### src/rtl/read_sequencer.sv
// Row-read sequencer for a small SRAM array: precharge, word-line, sense, hold.
// Optional build macro READ_PARITY_EN adds rd_par, the XOR of the latched word.
module read_sequencer #(
    parameter int COLS    = 16,
    parameter int ROWS    = 16,
    parameter int PRE_CYC = 2,
    parameter int WL_CYC  = 3
) (
    input  logic                     clk,
    input  logic                     rst,
    input  logic                     rd_req,
    input  logic [$clog2(ROWS)-1:0]  rd_addr,
    output logic                     rd_ready,
    output logic                     precharge_en,
    output logic [ROWS-1:0]          wl_sel,
    output logic                     sae,
    input  logic [COLS-1:0]          preout,
    output logic [COLS-1:0]          rd_data,
    output logic                     rd_valid,
`ifdef READ_PARITY_EN
    output logic                     rd_par,
`endif
    input  logic                     rd_taken
);

    localparam int AW = $clog2(ROWS);

    // Counter holds "cycles remaining minus one", so a load of N-1 gives N cycles.
    localparam logic [3:0] PRE_LOAD = 4'(PRE_CYC - 1);
    localparam logic [3:0] WL_LOAD  = 4'(WL_CYC - 1);

    typedef enum logic [2:0] {
        S_IDLE,
        S_PRECHARGE,
        S_WORDLINE,
        S_SENSE,
        S_HOLD
    } state_t;

    state_t          state_q, state_d;
    logic [3:0]      cnt_q, cnt_d;
    logic [AW-1:0]   addr_q, addr_d;
    logic [COLS-1:0] data_q, data_d;
    logic            wl_active;

    always_ff @(posedge clk) begin
        if (rst) begin
            state_q <= S_IDLE;
            cnt_q   <= '0;
            addr_q  <= '0;
            data_q  <= '0;
        end else begin
            state_q <= state_d;
            cnt_q   <= cnt_d;
            addr_q  <= addr_d;
            data_q  <= data_d;
        end
    end

    always_comb begin
        state_d = state_q;
        cnt_d   = cnt_q;
        addr_d  = addr_q;
        data_d  = data_q;
        case (state_q)
            S_IDLE: begin
                if (rd_req) begin
                    addr_d  = rd_addr;
                    cnt_d   = PRE_LOAD;
                    state_d = S_PRECHARGE;
                end
            end
            S_PRECHARGE: begin
                if (cnt_q == 4'd0) begin
                    cnt_d   = WL_LOAD;
                    state_d = S_WORDLINE;
                end else begin
                    cnt_d = cnt_q - 4'd1;
                end
            end
            S_WORDLINE: begin
                if (cnt_q == 4'd0) begin
                    state_d = S_SENSE;
                end else begin
                    cnt_d = cnt_q - 4'd1;
                end
            end
            S_SENSE: begin
                data_d  = preout;
                state_d = S_HOLD;
            end
            S_HOLD: begin
                if (rd_taken) begin
                    state_d = S_IDLE;
                end
            end
            default: state_d = S_IDLE;
        endcase
    end

    assign rd_ready     = (state_q == S_IDLE);
    assign precharge_en = (state_q == S_PRECHARGE);
    assign sae          = (state_q == S_SENSE);
    assign rd_valid     = (state_q == S_HOLD);
    assign rd_data      = data_q;
    assign wl_active    = (state_q == S_WORDLINE) || (state_q == S_SENSE);

    // Per-row decode: an address beyond ROWS-1 matches no row and leaves wl_sel at zero.
    generate
        for (genvar gi = 0; gi < ROWS; gi++) begin : g_wl
            assign wl_sel[gi] = wl_active && (addr_q == AW'(gi));
        end
    endgenerate

`ifdef READ_PARITY_EN
    logic par_q, par_d;

    always_comb begin
        par_d = par_q;
        if (state_q == S_SENSE) begin
            par_d = ^preout;
        end
    end

    always_ff @(posedge clk) begin
        if (rst) begin
            par_q <= 1'b0;
        end else begin
            par_q <= par_d;
        end
    end

    assign rd_par = par_q;
`endif

endmodule

### config.mk
export PLATFORM = sky130hd
export DESIGN_NAME = read_sequencer
export DESIGN_NICKNAME = d
export VERILOG_FILES = /design/src/rtl/read_sequencer.sv
export SDC_FILE = /design/constraint.sdc
export NUM_CORES = 1
export LEC_CHECK = 0
export CAP_MARGIN = 20
export CORE_AREA = 8 8 65 67
export CTS_BUF_LIST = sky130_fd_sc_hd__clkbuf_8
export CTS_CLUSTER_SIZE = 12
export DETAILED_ROUTE_END_ITERATION = 10
export DIE_AREA = 0 0 73 75
export GPL_ROUTABILITY_DRIVEN = 1
export PLACE_DENSITY = 0.83
export SLEW_MARGIN = 15
export SYNTH_ARGS = -nofsm -noshare
export SYNTH_HDL_FRONTEND = slang
export SYNTH_SLANG_ARGS = --single-unit
### constraint.sdc
create_clock -name clk -period 2.3 [get_ports clk]
set_clock_uncertainty 0.1 [all_clocks]
set_input_delay 0.345 -clock clk [delete_from_list [all_inputs] [get_ports clk]]
set_output_delay 0.345 -clock clk [all_outputs]
set_load 0.03 [all_outputs]
==> results.txt <==
The largest family of logic cells by synthesized area is simple AND/OR/NAND/NOR gates. The number of pins with negative max-slew slack in the final report is 0. The number of cells on the worst reg-to-reg path is 6. The wire length per cell after detailed routing came out at 12.38 um.

The post-layout instance count excluding filler cells came out at roughly 270. The number of global-route vias before repair came out at about 1300. The global-route total usage across every layer is about 12%. Wires add up to 3.379 mm.

In this run the horizontal extent of the chip is 73 um. Detailed routing inserted a total of 1297 vias. On the final layout, the worst hold slack is 0.3573 ns. In this run, CTS created clock tree buffers numbering 3.

The final count of hold timing violations is 0. The area of the die came out at 5475 um^2. The post-route DRC violation count is 0.

Adding up every negative setup slack in the final design gives 0 ns. The tightest min-delay check is of the reg -> reg type. The worst setup slack after layout is 0.1590 ns. At the worst endpoint, the arrival time is 1.70 ns. The net count after synthesis is 192. At the end of the flow the core is filled with cells to 60.63%. The post-CTS setup buffer count came out at 0. In the routed layout, each cell is associated on average with a via count of 4.751. After global routing the overflow that remains totals 0.

Data on the critical path is required at its endpoint by 1.86 ns. The transition time at the pin with the least slew margin came out at 0.4971 ns. The number of buffers inserted for hold repair after clock tree synthesis came out at 0. The number of clock sinks is 27. The placement row count came out at 21.

The maximum level of the CTS H-tree is 1. Synthesis handed over a netlist of 166 instances. The largest voltage drop on the vdd net came out at 418.0 uV. The fraction of power consumed by combinational cells is 47.7%.

After layout, the minimum clock period comes to 2.141 ns. The sequential area share after synthesis came out at 42.39%. The number of top-level pins is 60. The switching component of the power is just under 0.7 mW.

In this run the worst path has a maximum fanout of 7. The switching part of the total is about two fifths. The adder and majority cell fraction of the synthesized area came out at between 1.5 and 2%. The share of the clock period used by the worst path after layout came out at 93.09%. At the later pin of the worst-skew pair, clock insertion delay measures 0.28 ns. The worst max-slew margin expressed relative to the limit came out at between 60 and 70%. The cell-internal power came out at 1.027 mW.

CTS placed an instance of sky130_fd_sc_hd__clkbuf_8 at the clock tree root. The mux contribution to synthesized area came out at under 10%. Registers are responsible for 36.6% of the overall power. The area fraction in and, or, nand and nor cells after synthesis came out at 31.80%. The clock transition time at the flip-flop clock pins of the worst setup and hold paths came out at 0.08 ns. Measured along the y axis, the die boundary spans 75 um. Setup repair after global routing left no endpoint under its margin. The remaining antenna violation count after routing is 0. The run finished with clean final reports. The warning count from the yosys run is 0. The worst setup path is captured at an output port. The synthesized area per cell is 7.681 um^2. The worst setup path is launched from a flop. The worst hold path passes through 2 cells.

The final total power is 1.700 mW. The power density over the cells came out at 867.8 nW/um^2. The count of unique library cells instantiated by Yosys is 34. The core area came out at 3232 um^2. In this run, the clock network consumes 15.7% of the power. Timing would allow up to 0.4671 GHz. The fill cell instance count of the final layout came out at ~300.

The number of antenna violations at the first check in global routing is 0. The count of input and output buffers came out at a little under 60. The initial detailed-routing violation count came out at 47.

The final layout net count came out at 254. Setup violations remaining at the end of the flow were counted as 0. The maximum root-to-sink buffer count came out at 2. The TritonCTS clock tree is built.

The congestion estimate from routability-driven global placement came to 0.8985. Entering global routing, the biggest net connects 18 pins. The initial utilization of the core area, before any placement, comes to 39.45%. Relative to the synthesized area, the layout overhead comes to 53.68%. The post-detailed-placement cell area came out at 1921 um^2.

The worst-case setup slack after placement came out at between 0.15 and 0.2 ns. The synthesized netlist devotes 14.43% of its cell area to compound gates. The count of max-cap constraint violations is 0. The number of cells after detailed placement came out at 269. The first detailed-routing pass ran for 4 iterations. The synthesized design contains 27 register bits.

Once detailed placement completed, the half-perimeter wirelength came to 2.639 mm. The area share of xor/xnor cells in the synthesized design came out at 0.6869%. The global-route wire length before repair came out at 5.437 mm. The area of all placed cells without fillers is 1959 um^2. The leakage dissipation is ~0.83 nW. The number of diodes added for antenna fixing is 0. The post-synth design cell area is 1275 um^2. The share of final-layout standard cells stronger than drive strength 1 came out at 7.489%. The setup path with the least slack is of type reg -> out.
==> critical path: stages, from the launching register on <==
cell                            delay, ns
sky130_fd_sc_hd__dfxtp_1             0.44
sky130_fd_sc_hd__nand2b_1            0.09
sky130_fd_sc_hd__or3_1               0.38
sky130_fd_sc_hd__nor2_1              0.12
sky130_fd_sc_hd__dlygate4sd2_1       0.40
==> power by group through the flow <==
stage / Combinational, mW / Sequential (mW) / Clock [mW]
6_report: 0.811 / 0.622 / 0.268
5_1_grt: 0.901 / 0.635 / 0.293
4_1_cts: 0.814 / 0.621 / 0.275
3_5_place_dp: 0.818 / 0.632 / 0
3_3_place_gp: 0.813 / 0.627 / 0
2_1_floorplan: 0.577 / 0.638 / 0
==> cells in the mapped netlist <==
cell | count | share of area, %
sky130_fd_sc_hd__or3b_4 | 2 | 1.8
sky130_fd_sc_hd__nor3_1 | 9 | 3.5
sky130_fd_sc_hd__and2_1 | 1 | 0.49
sky130_fd_sc_hd__a21oi_1 | 20 | 7.9
sky130_fd_sc_hd__nand3b_1 | 2 | 1.2
sky130_fd_sc_hd__nor2b_1 | 1 | 0.49
sky130_fd_sc_hd__nand3_1 | 2 | 0.79
sky130_fd_sc_hd__nor2_1 | 21 | 6.2
sky130_fd_sc_hd__nand2_1 | 37 | 11
sky130_fd_sc_hd__inv_1 | 4 | 1.2
sky130_fd_sc_hd__o32ai_1 | 1 | 0.69
sky130_fd_sc_hd__nand2b_1 | 5 | 2.5
sky130_fd_sc_hd__clkbuf_1 | 4 | 1.2
sky130_fd_sc_hd__mux2i_1 | 4 | 3.1
sky130_fd_sc_hd__or2_2 | 1 | 0.49
sky130_fd_sc_hd__dfxtp_1 | 27 | 42
sky130_fd_sc_hd__o21ai_0 | 1 | 0.39
sky130_fd_sc_hd__xnor2_1 | 1 | 0.69
sky130_fd_sc_hd__buf_1 | 1 | 0.29
sky130_fd_sc_hd__nor4_1 | 1 | 0.49
sky130_fd_sc_hd__or3b_1 | 1 | 0.69
sky130_fd_sc_hd__or3_1 | 1 | 0.49
sky130_fd_sc_hd__a311oi_1 | 1 | 0.69
sky130_fd_sc_hd__a2111oi_0 | 1 | 0.69
sky130_fd_sc_hd__a211o_1 | 1 | 0.69
sky130_fd_sc_hd__a211oi_1 | 3 | 1.8
sky130_fd_sc_hd__a31oi_1 | 2 | 0.98
sky130_fd_sc_hd__buf_4 | 3 | 1.8
sky130_fd_sc_hd__clkinv_1 | 1 | 0.29
sky130_fd_sc_hd__ha_1 | 2 | 2.0
sky130_fd_sc_hd__nor3b_1 | 2 | 1.2
sky130_fd_sc_hd__or3b_2 | 1 | 0.69
sky130_fd_sc_hd__buf_6 | 1 | 0.88
sky130_fd_sc_hd__o21ai_2 | 1 | 0.69
==> cell families (layout without fill, tap and decap cells) <==
| family | after synthesis | in the layout |
|---|---|---|
| and+or+nand+nor | 87 | 87 |
| AOI/OAI and AO/OA | 31 | 31 |
| DFF | 27 | 27 |
| buffers and inverters | 14 | 75 |
| muxes | 4 | 4 |
| adders and majority gates | 2 | 2 |
| xor gates and xnor gates | 1 | 1 |
==> worst paths after layout <==
check	slack, ns	start	end
worst max-delay path	0.16	state_q[1]$_SDFFE_PP0P_	wl_sel[3]
worst min register to register	0.36	rd_data[14]$_SDFFE_PP0P_	rd_data[14]$_SDFFE_PP0P_
worst max register to register	0.38	cnt_q[0]$_SDFFE_PP0P_	cnt_q[0]$_SDFFE_PP0P_
worst min-delay path	0.36	rd_data[14]$_SDFFE_PP0P_	rd_data[14]$_SDFFE_PP0P_
==> flip-flops by register name, indices dropped and copies added (netlist names) <==
name and cells:
cnt_q 4, state_q 3, addr_q 4, rd_data 16
==> metal layers <==
layer	vias up	GRT usage, %	part of all wire (%)
met5	-	0	0
met4	0	5.778	1.5
met3	5	6.258	12
met2	51	19.96	44
met1	559	13.18	43
li1	682	-	-
==> cell usage in the layout (no fill, tap or decap), drive strengths merged, types with 2 or more instances in the layout <==
cell and count:
o21ai 2, clkinv 2, nand2 37, nand3b 2
inv 4, nand3 2, clkdlybuf4s50 40, ha 2
nand2b 5, dfxtp 27, nor3 9, a31oi 2
mux2i 4, nor2 21, a21oi 20, clkbuf 3
dlygate4sd2 14, or3b 4, buf 8, nor3b 2
dlymetal6s2s 4, a211oi 3
==> layout make-up <==
class / instances / area [um^2] / area share, %
clock inverter: 1 / 5.005 / 0.2554
inverter: 5 / 18.77 / 0.9579
tap: 46 / 57.56 / 2.937
sequential: 27 / 540.5 / 27.59
multi-input combinational: 125 / 663.1 / 33.84
clock buffer: 3 / 41.29 / 2.107
timing repair buffer: 66 / 633.1 / 32.31
==> what timing repair did <==
action                     in CTS  in global routing
gates cloned                    0                  0
setup endpoints to repair      14                  4
resized for setup              14                  4
(Power assumes the default switching activity.)
==> variant 1 (same flow settings) <==
`ROWS`: 16 -> 32.
--- a/src/rtl/read_sequencer.sv
+++ b/src/rtl/read_sequencer.sv
@@ -4,3 +4,3 @@
     parameter int COLS    = 16,
-    parameter int ROWS    = 16,
+    parameter int ROWS    = 32,
     parameter int PRE_CYC = 2,
Ports: changed (resized rd_addr and wl_sel); port bits go from 60 to 77. The function was not compared with the original's and may differ.
==> variant 1 against the unedited design <==
- sequential share of layout area down 2.0 points
- area after synthesis up 10%
- largest cell class unchanged
- sequential cell count grew 1
- total power grew 12%
- routed wire length up 16%
- core utilization increased by 7.2 points
- cell area increased by 12%
- setup slack got worse by 43 ps
- critical path depth shrank 1
- die area did not move
==> variant 1: results <==
[outcome]
status = "complete, no violations"

[detailed_routing]
routed_via_density = 4.78
drt_iter0_drc = 29
routed_wl_mm = 3.93
wire_per_inst_microns = 12.6

[global_routing]
grt_pass1_wl_mm = 6.14
grt_max_degree = 26
grt_pass1_vias = 1423
track_usage_pct = 13.8

[cts]
cts_resized = 8
clock-root-buffer = "clkbuf_8"

[worst_setup_path]
cpLargestDelayFamily = "buffers and inverters"
crit_arrival_ps = 1740
cp_slowest_cell = "clkdlybuf4s50_1"
worstReg2RegEnd = "cnt_q[2]$_SDFFE_PP0P_"
critical_path.max_stage_delay_ps = 720
r2r-start = "cnt_q[0]$_SDFFE_PP0P_"
reg2reg_slack_ps = 530

[placement]
portBuffers = 76
place_congestion = 0.848
dp_hpwl_mm = 3.13
placedInstanceArea_sq_mm = 0.00213
dp_cells = 307

[cells_and_area]
largest_reg_flops = 16
fill_cells = 302
multi_input_area_sq_um = 769
drive_above_1_share_pct = 15.1
nNetsFinal = 293

[pwr]
leakage_nw = 0.888
vdd_drop_max_mv = 0.534

[synthesis]
syn_inst = 192
yosysSeqAreaShare_pct = 39.8
synth_commonest_cells = "nor2_1 (43), nand2_1 (40), dfxtp_1 (28), a21oi_1 (21), nor2b_1 (6)"
synth_nets = 219
synth_warnings = 0
yosysUniqueCellTypes = 32
netlist_top_cells_area = "dfxtp_1 (40%), nor2_1 (11%), nand2_1 (11%), a21oi_1 (7.5%), mux2i_1 (3.6%)"

[min_path]
min_to = "rd_data[6]$_SDFFE_PP0P_"
hp-start = "rd_data[6]$_SDFFE_PP0P_"

[sta]
worst_pin_slew_ps = 344
[variant 1: cell families after synthesis]
logic type,after synthesis,share of synthesized area [%]
buf+inv,15,5.51
mux,5,3.56
fa+ha+maj,2,1.78
flops,28,39.8
simple gates,110,34.8
compound gates,32,14.5
[variant 1: cell type report]
type	count	area share, %
multi-input cells	149	35.1
repair buffers	80	32.8
flip-flops and latches	28	25.6
well taps	46	2.63
clock buffers	3	1.88
clock inverters	1	1.37
inverters	4	0.685
[variant 1: per-stage QoR]
step	hold slack [ps]	worst slack, ps
after CTS	361	103
final	356	115
after global routing	373	29.1
after global placement	341	257
after detailed placement	348	198
after floorplan	364	311
[variant 1: layer usage]
metal	wire length (microns)	track usage (%)	part of all wire, %	vias to the layer above
li1	-	-	-	768
met3	597	8.39	15	5
met1	1600	13.6	41	651
met5	0	0	0	-
met4	30	3.33	0.76	0
met2	1700	24.2	43	64
[variant 1: power breakdown]
part           switching [mW]  internal, mW  total, mW
Combinational           0.488         0.388      0.876
Clock                   0.149         0.233      0.382
Sequential             0.0808         0.568      0.649
[variant 1: worst max path at each step]
stage / start / to / slack, ps / depth (start not counted)
after global routing: state_q[2]$_SDFFE_PP0P_ / rd_valid / 30 / 3
after CTS: state_q[2]$_SDFFE_PP0P_ / rd_valid / 100 / 3
final: state_q[2]$_SDFFE_PP0P_ / rd_valid / 120 / 3
after detailed placement: state_q[1]$_SDFFE_PP0P_ / wl_sel[24] / 200 / 5
after global placement: state_q[1]$_SDFFE_PP0P_ / wl_sel[25] / 260 / 5
after floorplan: state_q[0]$_SDFFE_PP0P_ / addr_q[0]$_SDFFE_PP0P_ / 310 / 6
[variant 1: tightest hold or removal path, stage by stage, from the launching register on]
cell	delay, ps
dfxtp_1	320
nand2_1	50
a21oi_1	50
==> variant 2 (config.mk and constraints unchanged) <==
Without the edit above. The 5 states of `state_t` get a one-hot encoding in 5 bits.
--- a/src/rtl/read_sequencer.sv
+++ b/src/rtl/read_sequencer.sv
@@ -31,8 +31,8 @@
 
-    typedef enum logic [2:0] {
-        S_IDLE,
-        S_PRECHARGE,
-        S_WORDLINE,
-        S_SENSE,
-        S_HOLD
+    typedef enum logic [4:0] {
+        S_IDLE      = 5'b00001,
+        S_PRECHARGE = 5'b00010,
+        S_WORDLINE  = 5'b00100,
+        S_SENSE     = 5'b01000,
+        S_HOLD      = 5'b10000
     } state_t;
Formal check against the unedited RTL: same outputs for any inputs over 10 cycles, from zero or initial values and one cycle with rst high; not proved beyond that.
==> variant 2 against the unedited design <==
- cell count grew 3.7%
- sequential cell count grew 2
- area after synthesis grew 3.1%
- core utilization grew 2.3 points
- routed wire length grew 5.0%
- sequential share of layout area grew 0.97 points
- worst hold slack lost 4.8 ps
- setup slack lost 74 ps
- fmax shrank 3.3%
- cell area grew 3.8%
- largest cell class unchanged
Power is not compared: it rests on default switching activity, and its combinational part moved more than twofold at a synthesized area within 25%.
==> variant 2: results <==
[cells_and_area]
nNetsFinal = 262
fill_cells = 291
register_area_sq_um = 581
n_antenna_cell = 0
drive_above_1_share_pct = 15.6

[cts]
cts_resized = 3
clk_pin_slew_ps = 60
htreeDepth = 2
cts_buffers = 5

[placement]
placedInstanceArea_sq_mm = 0.00193
dp_hpwl_mm = 2.71
place_congestion = 0.811

[sta]
slew_headroom_pct = 68.7

[detailed_routing]
dr.pass1.iters = 4
routed_wl_mm = 3.55
vias = 1395

[worst_setup_path]
crit_arrival_ps = 1770
critical_path.max_stage_delay_ps = 410
cp_slowest_cell = "or3_4"

[global_routing]
grt_pass1_vias = 1333
grt_pass1_wl_mm = 5.85

[synthesis]
yosysUniqueCellTypes = 30
synth_commonest_cells = "nand2_1 (43), dfxtp_1 (29), a21oi_1 (25), nor2_1 (16), nand3_1 (8)"
synth_nets = 198
yosysSeqAreaShare_pct = 44.1
netlist_top_cells_area = "dfxtp_1 (44%), nand2_1 (12%), a21oi_1 (9.5%), nor2_1 (4.6%), nand3_1 (3.0%)"

[outcome]
status = "complete, no violations"

[pwr]
vdd_drop_max_mv = 0.436
power_density_mw_per_mm2 = 533
==> variant 2: final timing paths <==
check / startpoint / to / slack (ps) / depth (start not counted)
max: state_q[2]$_SDFFE_PP0P_ / rd_ready / 80 / 4
min: rd_data[10]$_SDFFE_PP0P_ / rd_data[10]$_SDFFE_PP0P_ / 350 / 2
max reg2reg: state_q[2]$_SDFFE_PP0P_ / cnt_q[3]$_SDFFE_PP0P_ / 280 / 5
min reg2reg: rd_data[10]$_SDFFE_PP0P_ / rd_data[10]$_SDFFE_PP0P_ / 350 / 2
==> variant 2: worst min-delay path, delay by kind of cell, from the launching register on <==
family	cells	cell delay (ps)
AOI/OAI and AO/OA	1	50
and+or+nand+nor	1	50
DFF	1	300
==> variant 2: final cells by class <==
type,count,share of cell area [%]
repair buffers,63,28.4
well taps,46,2.83
multi-input cells,130,35.0
clock inverters,3,0.554
clock buffers,5,3.38
inverters,7,1.29
flip-flops and latches,29,28.6
==> variant 2: per-stage QoR <==
step                worst slack, ps  std cells
floorplan                      66.5        172
global placement                153        275
detailed placement              119        275
CTS                            49.5        283
global route                   2.19        283
finish                         85.0        283
==> variant 2: layer usage <==
metal | share of wire, % | GRT usage [%]
met5 | 0 | 0
met4 | 1.3 | 5.11
met3 | 12 | 9.19
met2 | 44 | 21.1
met1 | 42 | 14.3
==> variant 2: logic make-up after synthesis <==
kind of cell	after synthesis	share of synthesized area [%]
DFF	29	44.1
adders and majority gates	2	1.90
buffers and inverters	13	3.81
xor gates and xnor gates	1	0.666
AOI/OAI and AO/OA	34	15.8
and+or+nand+nor	93	33.7
